### src/rtl/serial_adder_pkg.sv
// Shared types and defaults for the bit-serial adder.
// State encodings are fixed so that external observers can decode them.
package serial_adder_pkg;

  localparam int WIDTH_DEFAULT = 8;

  typedef enum logic [1:0] {
    IDLE = 2'b00,
    RUN  = 2'b01,
    DONE = 2'b10
  } state_t;

endpackage

### src/rtl/serial_adder_fa_cell.sv
// One-bit combinational full adder; the only arithmetic in the serial adder.
module fa_cell (
  input  logic a,
  input  logic b,
  input  logic cin,
  output logic s,
  output logic cout
);

  assign s    = a ^ b ^ cin;
  assign cout = (a & b) | (a & cin) | (b & cin);

endmodule

### src/rtl/serial_adder.sv
// Bit-serial adder: one full-adder cell plus a carry flop, LSB first, one bit per clock.
// state | meaning
// IDLE  | waiting for operands, in_ready=1
// RUN   | shifting one sum bit per clock, busy=1
// DONE  | result held until the consumer takes it, out_valid=1
module serial_adder
  import serial_adder_pkg::*;
#(
  parameter  int WIDTH = WIDTH_DEFAULT,
  localparam int CW    = (WIDTH > 1) ? $clog2(WIDTH) : 1
) (
  input  logic             clk,
  input  logic             rst_n,
  input  logic             in_valid,
  output logic             in_ready,
  input  logic [WIDTH-1:0] A,
  input  logic [WIDTH-1:0] B,
  input  logic             Cin,
  output logic             out_valid,
  input  logic             out_ready,
  output logic [WIDTH-1:0] S,
  output logic             Cout,
  output logic             busy
);

  state_t state, state_next;

  logic [WIDTH-1:0] a_sh, b_sh, sum_sh, sum_next, s_ext;
  logic             carry;
  logic [CW-1:0]    count;
  logic [WIDTH-1:0] s_reg;
  logic             cout_reg;
  logic             s_bit, c_bit;
  logic             last_bit;

  fa_cell u_fa (
    .a    (a_sh[0]),
    .b    (b_sh[0]),
    .cin  (carry),
    .s    (s_bit),
    .cout (c_bit)
  );

  // Built this way so that WIDTH=1 never forms an empty slice.
  always_comb begin
    s_ext            = '0;
    s_ext[WIDTH-1]   = s_bit;
    sum_next         = (sum_sh >> 1) | s_ext;
  end

  assign last_bit = (count == CW'(WIDTH - 1));

  always_ff @(posedge clk or negedge rst_n) begin
    if (!rst_n) state <= IDLE;
    else        state <= state_next;
  end

  always_comb begin
    state_next = state;
    case (state)
      IDLE:    if (in_valid)  state_next = RUN;
      RUN:     if (last_bit)  state_next = DONE;
      DONE:    if (out_ready) state_next = IDLE;
      default:                state_next = IDLE;
    endcase
  end

  // Operands are captured only on an accepted handshake, so X on idle inputs never enters state.
  always_ff @(posedge clk or negedge rst_n) begin
    if (!rst_n) begin
      a_sh     <= '0;
      b_sh     <= '0;
      sum_sh   <= '0;
      carry    <= 1'b0;
      count    <= '0;
      s_reg    <= '0;
      cout_reg <= 1'b0;
    end else if (state == IDLE && in_valid) begin
      a_sh   <= A;
      b_sh   <= B;
      carry  <= Cin;
      sum_sh <= '0;
      count  <= '0;
    end else if (state == RUN) begin
      a_sh   <= a_sh >> 1;
      b_sh   <= b_sh >> 1;
      sum_sh <= sum_next;
      carry  <= c_bit;
      if (last_bit) begin
        s_reg    <= sum_next;
        cout_reg <= c_bit;
      end else begin
        count <= count + CW'(1);
      end
    end
  end

  assign in_ready  = (state == IDLE);
  assign busy      = (state == RUN);
  assign out_valid = (state == DONE);
  assign S         = s_reg;
  assign Cout      = cout_reg;

endmodule
### config.mk
export PLATFORM = sky130hd
export DESIGN_NAME = serial_adder
export DESIGN_NICKNAME = d
export VERILOG_FILES = /design/src/rtl/serial_adder_pkg.sv /design/src/rtl/serial_adder_fa_cell.sv /design/src/rtl/serial_adder.sv
export SDC_FILE = /design/constraint.sdc
export NUM_CORES = 1
export LEC_CHECK = 0
export ABC_CLOCK_PERIOD_IN_PS = 1500
export CORE_UTILIZATION = 35
export DETAILED_ROUTE_END_ITERATION = 6
export SLEW_MARGIN = 5
export SYNTH_ARGS = -nofsm -noshare
export SYNTH_HDL_FRONTEND = slang
export SYNTH_SLANG_ARGS = --single-unit
### constraint.sdc
create_clock -name clk -period 1.5 [get_ports clk]
set_clock_uncertainty 0.05 [all_clocks]
set_input_delay 0.225 -clock clk [delete_from_list [all_inputs] [get_ports clk]]
set_output_delay 0.225 -clock clk [all_outputs]
set_load 0.02 [all_outputs]
== Word level (Yosys, flattened, before mapping) ==
Cells that the tools add are included.

* Register bits after elaboration: 39
* Output and inout port bits: 12
* Word-level logic and storage cells: 46

* $add $sub $neg: 1
* Equal/unequal tests: 7
* Mux-type cells: 15
* Bitwise logic cells: 9
* Reduce and logical (&&, ||, !) cells: 6

{| class="wikitable"
|+ Operators by type and width
! kind !! count
|-
| $mux 8 || 6
|-
| $mux 3 || 3
|-
| $or 7x8->8 || 1
|-
| $mux 2 || 3
|-
| $ne 2x1->1 const B || 3
|-
| $pmux 2 s3 || 1
|-
| $reduce_and 3->1 || 2
|-
| $add 3x1->3 const B || 1
|-
| $and 1x1->1 || 3
|-
| $eq 3x3->1 const B || 1
|-
| $eq 2x1->1 const B || 1
|-
| $eq 2x2->1 const B || 1
|-
| $logic_not 2->1 || 1
|-
| $mux 1 || 2
|-
| $ne 2x2->1 const B || 1
|-
| $or 1x1->1 || 2
|-
| $reduce_and 2->1 || 1
|-
| $reduce_bool 2->1 || 1
|-
| $xor 1x1->1 || 2
|-
| $logic_and 1x1->1 || 1
|-
| $not 1->1 || 1
|}

== Depth between registers and ports, before layout ==
* Depth in word-level cells: 5
* Mapped depth: 5
* Mapped depth without buffers: 4

== By module ==
From an unflattened synthesis, not the netlist that was laid out.

* Cells, all modules: 147
* Area, all modules: 1,702.9 sq um

{| class="wikitable"
|+ Modules (own cells, without submodules)
! module !! times used !! cells each !! area an instance (sq um) !! sequential area each (sq um)
|-
| serial_adder || 1 || 146 || 1,682.9 || 950.9
|-
| fa_cell || 1 || 1 || 20.0 || 0.0
|}

== Worst setup path after synthesis ==
OpenSTA, ideal clock, no wires.

* Path type: reg2reg
* Start: register count[0]
* End: register cout_reg (netlist: Cout)
* Library setup time: 125 ps
* Arrival: 1,373 ps
* Data required time: 1,325 ps
* Slack: -48 ps
* Cell stages (with the launch flop): 6
* Buffers on the path: 1
* Path through: dfrtp_1 -> ha_1 -> ha_1 -> nand3b_1 -> buf_6 -> mux2_4

* Word-level cells in the longest chain between the ends: 2

{| class="wikitable"
|+ RTL lines
! what !! RTL line !! source
|-
| start, declared || serial_adder.sv:30 || <nowiki>logic [CW-1:0] count;</nowiki>
|-
| start signal, assigned || serial_adder.sv:93 || <nowiki>count <= count + CW'(1);</nowiki>
|-
| $eq 3x3->1 || serial_adder.sv:51 || <nowiki>assign last_bit = (count == CW'(WIDTH - 1));</nowiki>
|-
| $reduce_and 3->1 (no line) || -- ||
|-
| end signal, assigned || serial_adder.sv:91 || <nowiki>cout_reg <= c_bit;</nowiki>
|-
| end, declared || serial_adder.sv:32 || <nowiki>logic cout_reg;</nowiki>
|}

No other way between the ends.
A chain may end at the register's enable or synchronous reset.

== Worst setup path in the final report ==
* Start: register count[1]
* End: register s_reg[3] (netlist: S[3])

* Word-level cells in the longest chain between the ends: 2

{| class="wikitable"
|+ RTL lines
! what !! RTL line !! source
|-
| $eq 3x3->1 || serial_adder.sv:51 ||
|-
| $reduce_and 3->1 (no line) || -- ||
|-
| end signal, assigned || serial_adder.sv:90 || <nowiki>s_reg <= sum_next;</nowiki>
|-
| end, declared || serial_adder.sv:31 || <nowiki>logic [WIDTH-1:0] s_reg;</nowiki>
|}

No other way between the ends.

==> flow_summary.toml <==
[die]
dieArea_um2 = 5660
die_w_um = 75.3
core-area_um2 = 5140
io_pins = 33
start_util_pct = 36.5
chipHeight_um = 75.3
rows = 26

[logic_synthesis]
netlist_top_cells_count = "38 x dfrtp_1, 17 x inv_1, 15 x nor4b_1, 14 x nor3b_1, 13 x a211oi_1"
yosysWarnings = 0
async_reset_ff_share_pct = 100
syn_inst = 152
post_synth_num_cell_types = 26
yosys-top-cells-area = "dfrtp_1 51%, mux2_4 7.2%, nor4b_1 7.0%, nor3b_1 5.6%, a211oi_1 5.2%"
ys.flop_type = "dfrtp_1"
yosysMostFrequentCell = "dfrtp_1"
ys_ff_latch = 38
synth_area_leader_cell = "dfrtp_1"
synth_nets = 176
synth_edf_count = 0
syn-cell-area_um2 = 1880
post_synth.cell_area_avg_um2 = 12.4
yosysTopAreaCellShare_pct = 50.6
synth_seq_area_share_pct = 50.6

[routing]
post_drt_wl_per_cell_um = 15.4
vias = 1359
ant_nets = 0
dr.pass1.iters = 4
drcViolationCount = 0
wl_mm = 4.08
drt_iter0_drc = 56
vias_per_cell = 5.13

[clocking]
root_buffer = "clkbuf_8"
cts_buffers = 5
clock_sinks = 38
clk_latency_ns = 0.29
h-tree-depth = 2
clockBufferDepth = 2
cts.clk_slew.worst_paths_ns = 0.08
cts_tree = "built"

[grt]
grt_pass1_vias = 1422
grt_pass1_wl_mm = 6.59
gr-total-overflow = 0
antenna_found_initial = 0
grt_max_degree = 38
gr-usage-all-layers_pct = 16.2

[worst_setup_path]
crit_family = "flip-flops"
path_cells = "ha_2 > ha_4 > nand3b_1 > buf_12 > mux2_4"
cpPeakStageDelay_ns = 0.40
startpoint_type = "flop"
required_ns = 1.63
critPathKind = "flop to flop"
cp_slowest_cell = "dfrtp_1"
cp.arrival_ns = 1.62
rr_startpoint = "count[1]"
r2r_slack_ns = 0.01
reg2regPathDepth = 5
r2r_end = "S[3]"
crit_fanout = 10
critPathBufInv = 1
crit_path_end_kind = "flop"

[timing]
max_slew.worst_pin.slew_ns = 0.473
hold-worst-slack_ns = 0.383
fin_ws_ns = 0.00986
slew_viol_final = 0
setup_violations = 0
max_freq_ghz = 0.671
min_period_ns = 1.49
slew_headroom_pct = 68.5
rsz0062_at_grt = "true"
hold_viol = 0
fin_crit_sh_pct = 99.3

[run_status]
status = "completed"

[pwr]
p_seq_share_pct = 37.4
power_mw = 4.75
clkPwrFrac_pct = 15.5
p_switching_mw = 1.70
p_int_mw = 3.05
ir_worst_vdd_mv = 0.732
switching_share_pct = 35.8
power.density_nw_per_um2 = 1890
leakagePower_nw = 1.16
combPwrFrac_pct = 47.2

[placed_design]
numPlacedInstances = 254
io_buffers = 32
place_congestion = 0.718
hpwlAfterDp_mm = 2.78
placed_area_um2 = 2340
dp_slack_ns = -0.0881

[finish]
syn2layout_area_growth_pct = 34.0
drive_gt1_share_pct = 27.2
fillCellCount = 489
fin_cells = 265
n_antenna_cell = 0
final_area_um2 = 2520
fin_nets = 218

[flow_run]
maxCapViolCount = 0

[worst_hold_path]
hold_class = "input pin to async pin"
## power groups by stage
stage                     sequential [mW]  combinational [mW]  clock (mW)
after global routing                 1.83                2.43       0.815
final                                1.78                2.24       0.735
after detailed placement             1.78                2.13           0
after global placement               1.76                2.05           0
after floorplan                      1.83                1.36           0
after CTS                            1.75                2.11       0.754
## logic make-up (layout without fill, tap and decap cells)
| family | count (synthesis) | after routing | share of synthesized area (%) |
|---|---|---|---|
| fa+ha+maj | 3 | 3 | 2.40 |
| mux | 9 | 9 | 7.20 |
| simple gates | 41 | 41 | 16.9 |
| compound gates | 30 | 30 | 13.7 |
| flops | 38 | 38 | 50.6 |
| buf+inv | 31 | 74 | 9.19 |
## registers in the layout, indices dropped and copies added (netlist names)
name and count:
S 8, count 3, a_sh 8, sum_sh 7
state 2, carry 1, Cout 1, b_sh 8
## cells in the final DEF, fill, tap and decap left out, types with 2 or more instances in the layout
cell	Yosys	layout
buf_12	0	5
mux2_4	9	9
clkdlybuf4s50_1	0	19
and3_1	3	2
clkbuf_8	0	6
inv_1	17	17
dfrtp_2	0	2
nor4b_1	15	15
dlygate4sd2_1	0	9
nor3b_1	14	14
dfrtp_1	38	36
buf_2	6	4
a211oi_2	1	8
a22o_1	7	7
nand2b_1	3	3
a211o_1	3	3
a32o_1	2	2
a211oi_1	13	6
buf_4	1	10
## layout make-up
cell class	instances	area, µm²	area share [%]
clock buffer	7	86.3	3.43
clock inverter	1	5.00	0.199
inverter	17	63.8	2.54
multi-input combinational	83	835	33.2
sequential	38	953	37.9
tap	70	87.6	3.48
timing repair buffer	49	485	19.3
## layer usage
metal | GRT usage, % | up-vias | wire length [µm]
li1 | - | 638 | -
met1 | 18.8 | 680 | 1760
met2 | 28.7 | 33 | 2080
met3 | 4.15 | 8 | 160
met4 | 6.17 | 0 | 71
met5 | 0 | - | 0
## worst register-to-register path, cell delays in order, from the launching register on
cell,delay [ns]
dfrtp_1,0.40
ha_2,0.19
ha_4,0.15
nand3b_1,0.12
buf_12,0.16
mux2_4,0.30
## per-stage QoR
step           TNS (ns)  util, %
6_report              0     49.0
3_5_place_dp     -0.475     45.6
3_3_place_gp    -0.0660     45.6
5_1_grt          -0.396     49.0
4_1_cts          -0.186     47.7
2_1_floorplan         0        -
## worst max-delay path by stage
stage	startpoint	endpoint	slack, ns	cells past startpoint
after floorplan	count[0]	Cout	0.03	5
after global placement	state[1]	in_ready	-0.06	2
after detailed placement	in_valid	b_sh[4]	-0.09	4
after CTS	state[1]	in_ready	-0.04	2
after global routing	count[1]	S[7]	-0.05	5
final	count[1]	S[3]	0.01	5
## what timing repair did
action / 4_1_cts / 5_1_grt
buffers inserted: 2 / 0
pin swaps: 0 / 2
endpoints found under the setup margin: 33 / 36
resized for setup: 18 / 22
hold buffers: 1 / 0
endpoints found under the hold margin: 17 / 0
Note: power is estimated with default switching activity, not from simulation.
